===== config.mk =====
export PLATFORM = sky130hd
export DESIGN_NAME = sha3_squeeze_serializer
export DESIGN_NICKNAME = d
export VERILOG_FILES = /design/src/rtl/sha3_squeeze_serializer.sv
export SDC_FILE = /design/constraint.sdc
export NUM_CORES = 2
export LEC_CHECK = 0
export CORE_AREA = 5 5 553 555
export CTS_CLUSTER_DIAMETER = 50
export CTS_CLUSTER_SIZE = 25
export DETAILED_ROUTE_END_ITERATION = 12
export DIE_AREA = 0 0 558 560
export GPL_TIMING_DRIVEN = 0
export PLACE_DENSITY = 0.5
export SLEW_MARGIN = 40
export SYNTH_ARGS = -nofsm -noshare
export SYNTH_HDL_FRONTEND = slang
export SYNTH_SLANG_ARGS = --single-unit
export TNS_END_PERCENT = 100

===== constraint.sdc =====
create_clock -name clk -period 6.92 [get_ports clk]
set_input_delay 2.076 -clock clk [delete_from_list [all_inputs] [get_ports clk]]
set_output_delay 2.076 -clock clk [all_outputs]
set_load 0.005 [all_outputs]

===== src/rtl/sha3_squeeze_serializer.sv =====
// sha3_squeeze_serializer: streams a SHA3/SHAKE rate block as OUT_W-bit words.
// Fixed modes are trimmed to the digest length. SHAKE modes span several
// squeeze blocks and request each further block from the permutation core.
// Optional build macro: SHA3_SER_DROP_FLAG_EN adds the sticky drop_o flag.
module sha3_squeeze_serializer #(
    parameter int OUT_W  = 64,
    parameter int RATE_W = 1344,
    parameter int LEN_W  = 16
) (
    input  logic                clk,
    input  logic                reset_n,
    input  logic                md_valid_i,
    input  logic [0:RATE_W-1]   din_i,
    input  logic [2:0]          mode_sel_i,
    input  logic [LEN_W-1:0]    len_words_i,
    output logic                in_ready_o,
    output logic                squeeze_req_o,
    output logic [OUT_W-1:0]    dout_o,
    output logic                out_valid_o,
    input  logic                out_ready_i,
    output logic                blk_last_o,
    output logic                last_o,
    output logic                done_o
`ifdef SHA3_SER_DROP_FLAG_EN
    ,
    output logic                drop_o
`endif
);

    typedef enum logic [1:0] {
        ST_IDLE,
        ST_STREAM,
        ST_WAIT_BLK
    } state_t;

    typedef enum logic [2:0] {
        M_SHAKE128 = 3'd0,
        M_SHAKE256 = 3'd1,
        M_SHA3_512 = 3'd2,
        M_SHA3_384 = 3'd3,
        M_SHA3_256 = 3'd4,
        M_SHA3_224 = 3'd5
    } mode_t;

    // Words per block for each mode (fixed modes rounded up to whole words)
    localparam int WPB_128 = RATE_W / OUT_W;
    localparam int WPB_256 = 1088 / OUT_W;
    localparam int WPB_512 = (512 + OUT_W - 1) / OUT_W;
    localparam int WPB_384 = (384 + OUT_W - 1) / OUT_W;
    localparam int WPB_S256 = (256 + OUT_W - 1) / OUT_W;
    localparam int WPB_224 = (224 + OUT_W - 1) / OUT_W;

    state_t             state_q, state_d;
    mode_t              mode_in, mode_q;
    logic [0:RATE_W-1]  sreg_q;
    logic [LEN_W-1:0]   idx_q, wpb_q, rem_q;
    logic [LEN_W-1:0]   wpb_in, tot_in;
    logic               done_q, sq_q;
    logic               accept, hs;
    logic [OUT_W-1:0]   word;

    assign accept = md_valid_i & in_ready_o;
    assign hs     = out_valid_o & out_ready_i;

    // Decode the incoming mode (reserved codes behave as SHA3-256) and its sizes
    always_comb begin
        mode_in = M_SHA3_256;
        wpb_in  = LEN_W'(WPB_S256);
        case (mode_sel_i)
            3'd0: begin mode_in = M_SHAKE128; wpb_in = LEN_W'(WPB_128);  end
            3'd1: begin mode_in = M_SHAKE256; wpb_in = LEN_W'(WPB_256);  end
            3'd2: begin mode_in = M_SHA3_512; wpb_in = LEN_W'(WPB_512);  end
            3'd3: begin mode_in = M_SHA3_384; wpb_in = LEN_W'(WPB_384);  end
            3'd5: begin mode_in = M_SHA3_224; wpb_in = LEN_W'(WPB_224);  end
            default: begin mode_in = M_SHA3_256; wpb_in = LEN_W'(WPB_S256); end
        endcase
        tot_in = wpb_in;
        if (mode_in == M_SHAKE128 || mode_in == M_SHAKE256)
            tot_in = (len_words_i == '0) ? LEN_W'(1) : len_words_i;
    end

    // State register
    always_ff @(posedge clk) begin
        if (!reset_n) state_q <= ST_IDLE;
        else          state_q <= state_d;
    end

    // Next-state logic
    always_comb begin
        state_d = state_q;
        case (state_q)
            ST_IDLE:     if (md_valid_i) state_d = ST_STREAM;
            ST_STREAM: begin
                if (hs && last_o)          state_d = ST_IDLE;
                else if (hs && blk_last_o) state_d = ST_WAIT_BLK;
            end
            ST_WAIT_BLK: if (md_valid_i) state_d = ST_STREAM;
            default:     state_d = ST_IDLE;
        endcase
    end

    // Output decode from state, counters and shift register head
    always_comb begin
        in_ready_o    = (state_q != ST_STREAM);
        out_valid_o   = (state_q == ST_STREAM);
        last_o        = out_valid_o && (rem_q == LEN_W'(1));
        blk_last_o    = out_valid_o && ((idx_q == wpb_q - LEN_W'(1)) || (rem_q == LEN_W'(1)));
        squeeze_req_o = sq_q;
        done_o        = done_q;
        word          = sreg_q[0 +: OUT_W];
        // SHA3-224 at 64-bit words: the 4th word holds only 32 digest bits
        if (OUT_W == 64 && mode_q == M_SHA3_224 && idx_q == LEN_W'(3))
            word[OUT_W/2-1:0] = '0;
        dout_o        = out_valid_o ? word : '0;
    end

    // Block buffer, word/remaining counters and single-cycle status pulses
    always_ff @(posedge clk) begin
        if (!reset_n) begin
            sreg_q <= '0;
            idx_q  <= '0;
            wpb_q  <= '0;
            rem_q  <= '0;
            mode_q <= M_SHAKE128;
            done_q <= 1'b0;
            sq_q   <= 1'b0;
        end else begin
            done_q <= 1'b0;
            sq_q   <= 1'b0;
            if (accept) begin
                sreg_q <= din_i;
                idx_q  <= '0;
                // Mode and length are only taken with the first block of a message
                if (state_q == ST_IDLE) begin
                    mode_q <= mode_in;
                    wpb_q  <= wpb_in;
                    rem_q  <= tot_in;
                end
            end else if (hs) begin
                sreg_q <= {sreg_q[OUT_W:RATE_W-1], {OUT_W{1'b0}}};
                idx_q  <= idx_q + LEN_W'(1);
                rem_q  <= rem_q - LEN_W'(1);
                if (last_o)          done_q <= 1'b1;
                else if (blk_last_o) sq_q   <= 1'b1;
            end
        end
    end

`ifdef SHA3_SER_DROP_FLAG_EN
    // Sticky record of any block offered while the buffer was busy
    always_ff @(posedge clk) begin
        if (!reset_n) drop_o <= 1'b0;
        else if (md_valid_i && !in_ready_o) drop_o <= 1'b1;
    end
`endif

endmodule

# After elaboration in Yosys (flattened, before gate mapping)
# Index checks and enable logic that the tools add are counted.
# W data, S select, Z words.
# totals
inputBits,1367
romBits,0
memories,0
latchBits,0
ramBits,0
regBits,1399
# classes
div_mod_pow,0
n_addsub,3
n_shift,0
muxes,17
n_lt_le_gt_ge,0
n_eq_ne,15
n_reduce_logical,19
mul,0
bitwise_logic,4
# op_table
operator,n
$mux W1344,2
$mux W16,5
$mux W64,1
$mux W32,1
$sub A16 B1 Y16 const B,2
$pmux W5 S4,1
$add A16 B1 Y16 const B,1
$eq A16 B1 Y1 const B,1
$eq A16 B16 Y1,1
$eq A16 B2 Y1 const B,1
$logic_not A16 Y1,1
$pmux W3 S5,1
$eq A3 B1 Y1 const B,2
$eq A3 B2 Y1 const B,2
$eq A3 B3 Y1 const B,2
$logic_not A3 Y1,2
$mux W2,3
$ne A2 B1 Y1 const B,3
$reduce_and A2 Y1,3
$logic_and A1 B1 Y1,5
$pmux W2 S2,1
$reduce_or A2 Y1,2
$reduce_or A4 Y1,1
$ne A3 B1 Y1 const B,1
9 further kinds,13

# Depth between registers and ports, before layout
# logic_depth
word_depth,8
mapped_depth,9
mapped_depth_nobuf,9

# Worst setup path before layout
# OpenSTA, ideal clock, no wires.
# synth_path
path_type,reg-to-output
from,register wpb_q[0]
to,output blk_last_o
n_path_buf,0
setup_slack_ns,3.047
t_arrival_ns,1.797
required_time_ns,4.844
stages_incl_launch_ff,10
path_cell_list,dfxtp_1 -> inv_1 -> ha_1 -> nor3b_1 -> ha_1 -> xor2_1 -> nand4_1 -> nor4_1 -> nand3_1 -> o21ai_0
# synth_via
elab_chain_cells,4
# synth_lines
item,line,text
"start, declared",56,"logic [LEN_W-1:0] idx_q, wpb_q, rem_q;"
"start signal, assigned",136,wpb_q <= wpb_in;
$sub A16 B1 Y16,107,blk_last_o = out_valid_o && ((idx_q == wpb_q - LEN_W'(1)) || (rem_q == LEN_W'(1)));
$eq A16 B16 Y1,107,
$logic_or A1 B1 Y1,107,
$logic_and A1 B1 Y1,107,
"end, declared",21,"output logic blk_last_o,"
# Every way passes these cells.

# Final worst setup path
# layout_path
from,register rem_q[6]
to,output blk_last_o
# layout_via
elab_chain_cells,3
# layout_lines
item,line,text
"start, declared",56,
"start signal, assigned",137,rem_q <= tot_in;
"start signal, assigned",142,rem_q <= rem_q - LEN_W'(1);
$eq A16 B1 Y1,107,
$logic_or A1 B1 Y1,107,
$logic_and A1 B1 Y1,107,
# Every way passes these cells.

==> results.cfg <==
[setup_path]
crit_fanout = 7
worstPathRequired_ns = 4.84
end_kind = output pin
reg2reg_slack_ns = 3.24
start_kind = flop
critPathKind = reg2out
cp_data_arrival_time_ns = 3.90
rr_startpoint = state_q[0]$_SDFFE_PN0P_
r2r_cells = 8
reg2reg_to = sreg_q[195]$_SDFFE_PN0P_

[final_layout]
nNetsFinal = 10800
drive_gt1_share_pct = 4.544
post-route-util_pct = 28.61
fillers = 33130
finalNonFillerCells = 13650
area_delta_synth_final_pct = 46.05

[pwr]
power.total_mw = 27.36
leakage_nw = 29.34
powerDensity_nw_per_um2 = 317.7
peakVddDrop_uv = 180.8

[global_routing]
antenna_found_initial = 194
grt_pass1_vias = 65350
grt_pass1_wl_mm = 534.3
grt_max_degree = 18
grt-ovfl-total = 0
grt_usage_pct = 24.38

[floorplanning]
die_w_um = 558
die_y_um = 560
die-area_sq_um = 312500
initial_core_util_pct = 19.59
ioPinCount = 1437
coreArea_sq_um = 301000
rows = 202

[hold_path]
holdPathStages = 2
hold_end = mode_q[0]$_SDFFE_PN0P_
hp-start = mode_q[0]$_SDFFE_PN0P_
hp-class = reg2reg

[clocking]
clockRootBuffer = clkbuf_16
cts_made_buffers = 206
ctsHoldBuffers = 0
postCtsSetupBuffers = 0
cts-resized-gates = 0
cts_sinks = 1387
clockBufferDepth = 4
cts_tree = done
h-tree-depth = 4
insertion_delay_ns = 0.87
clk_pin_slew_ns = 0.06

[routing]
drt_wl_total_mm = 404.1
drtIter0Drc = 7014
ant_nets = 0
drcViolationCount = 0
wl_per_cell_um = 29.60
drt-vias-per-instance = 4.914
firstDrtPassIters = 6
vias = 67090

[synth]
ys_seq_elements = 1387
synthesis.area_sq_um = 58970
syn_inst = 7767
seq_area_frac_synth_pct = 47.09
yosysWarnings = 0
postSynthAreaPerCell_sq_um = 7.592
syn_nets = 9139
synth.distinct_cells = 48

[placed_design]
gp_congestion = 0.9547
place_hpwl_mm = 338.2
io_buffer_count = 1434
dp_cells = 13190

[timing]
worst_pin_slew_ns = 0.9668
max-slew-margin-rel_pct = 35.55
setup_violations = 0
fin_crit_ns = 5.973
final.setup_skew_ns = 0.04342
rsz0062_at_grt = no
drv_slew = 0
fin_crit_sh_pct = 86.31
hold_viol = 0
max_freq_mhz = 167.4

[run]
max-cap-violations = 0

[run_status]
outcome = completed
critical path, cell delays in order, from the launching register on:
cell             delay (ns)
dfxtp_1                0.36
or4_4                  0.58
nor4_1                 0.41
nand3_1                0.42
o21ai_0                0.64
clkdlybuf4s50_1        0.63
kinds of logic (layout without fill, tap and decap cells):
| family | Yosys count | count (layout) | synth area share, % |
|---|---|---|---|
| AO/OA/AOI/OAI | 1416 | 1416 | 20.37 |
| AND/OR/NAND/NOR | 4169 | 4169 | 27.18 |
| buffers and inverters | 765 | 2593 | 4.885 |
| other | 0 | 79 | 0 |
| multiplexers | 3 | 3 | 0.05093 |
| flip-flops | 1387 | 1387 | 47.09 |
| XOR/XNOR | 22 | 22 | 0.3268 |
| adder cells (fa/ha/maj) | 5 | 5 | 0.1061 |
worst max path at each step:
stage                                from                   endpoint  slack [ns]  cells past startpoint
floorplan           wpb_q[0]$_SDFFE_PN0P_                 blk_last_o        3.05                      9
global placement              out_ready_i  sreg_q[1294]$_SDFFE_PN0P_       -0.18                      7
detailed placement            out_ready_i   sreg_q[266]$_SDFFE_PN0P_        0.92                      9
CTS                 rem_q[6]$_SDFFE_PN0P_                 blk_last_o        0.92                      5
global route        wpb_q[0]$_SDFFE_PN0P_                 blk_last_o        0.83                     10
finish              rem_q[6]$_SDFFE_PN0P_                 blk_last_o        0.95                      5
layout by cell type (no fill, tap or decap), drive strengths merged, types with 7 or more instances in the layout:
cell type      Yosys  routed
o21ai             14      14
clkdlybuf4s50      0    1434
buf               46      60
nor4              12      12
a22oi             14      14
a21oi             77      77
xor2              12      12
nor2            1320    1320
bufinv             0      23
nand3             14      14
clkbuf           709     943
inv               10      68
clkinv             0      49
nand2           2696    2696
and3               7       7
nand4              9       9
and2              68      68
clkinvlp           0      16
dfxtp           1387    1387
a311oi          1278    1278
nor3              18      18
xnor2             10      10
diode              0      79
flip-flops by register name, summed over array words and instances (netlist names):
signal and count:
done_o 1, idx_q 16, mode_q 3, rem_q 16, squeeze_req_o 1, sreg_q 1344
state_q 2, wpb_q 4
through the flow:
stage          setup slack, ns  cell area [sq um]  hold slack, ns  TNS [ns]
2_1_floorplan            3.047              58970          0.4276         0
3_3_place_gp           -0.1773              78300          0.4440    -6.831
3_5_place_dp            0.9178              78610          0.4476         0
4_1_cts                 0.9201              85900          0.4548         0
5_1_grt                 0.8313              86050          0.4668         0
6_report                0.9474              86120          0.4548         0
Yosys cell counts, drive strengths merged:
library cell	number	area share, %
or2	3	0.032
a41o	1	0.017
and3	7	0.074
a31oi	6	0.064
or3	4	0.042
xnor2	10	0.15
o2bb2ai	1	0.015
nor2	1320	8.4
a41oi	1	0.015
buf	46	0.31
a211oi	3	0.038
nor4b	2	0.030
o21ai	14	0.12
a21oi	77	0.65
o32ai	1	0.015
nor4	12	0.13
and2	68	0.72
and3b	1	0.015
a32o	1	0.019
a32oi	5	0.074
nand2b	2	0.021
clkbuf	709	4.5
nor2b	2	0.021
a311oi	1278	19
nand2	2696	17
o221a	1	0.019
inv	10	0.064
mux2i	3	0.051
nand4	9	0.095
nor3b	2	0.025
nor3	18	0.15
a22oi	14	0.18
and4	1	0.015
nand3	14	0.12
nand3b	2	0.025
or4	6	0.095
a21o	3	0.038
dfxtp	1387	47
xor2	12	0.18
ha	5	0.11
o31ai	1	0.013
o221ai	1	0.015
o22ai	5	0.053
o21a	3	0.038
report_power, final:
group | internal [mW] | switching (mW)
logic | 2.11 | 3.78
registers | 9.20 | 0.983
clock network | 6.69 | 4.60
per-layer routing:
| metal | global-route usage, % | wire length (um) | up-vias | part of all wire (%) |
|---|---|---|---|---|
| li1 | - | - | 30520 | - |
| met1 | 30.92 | 166300 | 32450 | 41 |
| met5 | 0 | 468 | - | 0.12 |
| met2 | 39.94 | 186400 | 3343 | 46 |
| met4 | 10.06 | 18460 | 74 | 4.6 |
| met3 | 5.286 | 32450 | 708 | 8.0 |
area by class of cell:
type / count / area [sq um] / area share, %
repair buffers: 1448 / 14620 / 16.98
diodes: 79 / 197.7 / 0.2295
clock buffers: 234 / 5455 / 6.334
flip-flops and latches: 1387 / 27770 / 32.24
plain buffers: 755 / 2905 / 3.373
clock inverters: 146 / 1829 / 2.124
inverters: 10 / 37.54 / 0.04358
well taps: 3978 / 4977 / 5.779
multi-input cells: 5615 / 28330 / 32.89
Note: power is estimated with default switching activity, not from simulation.
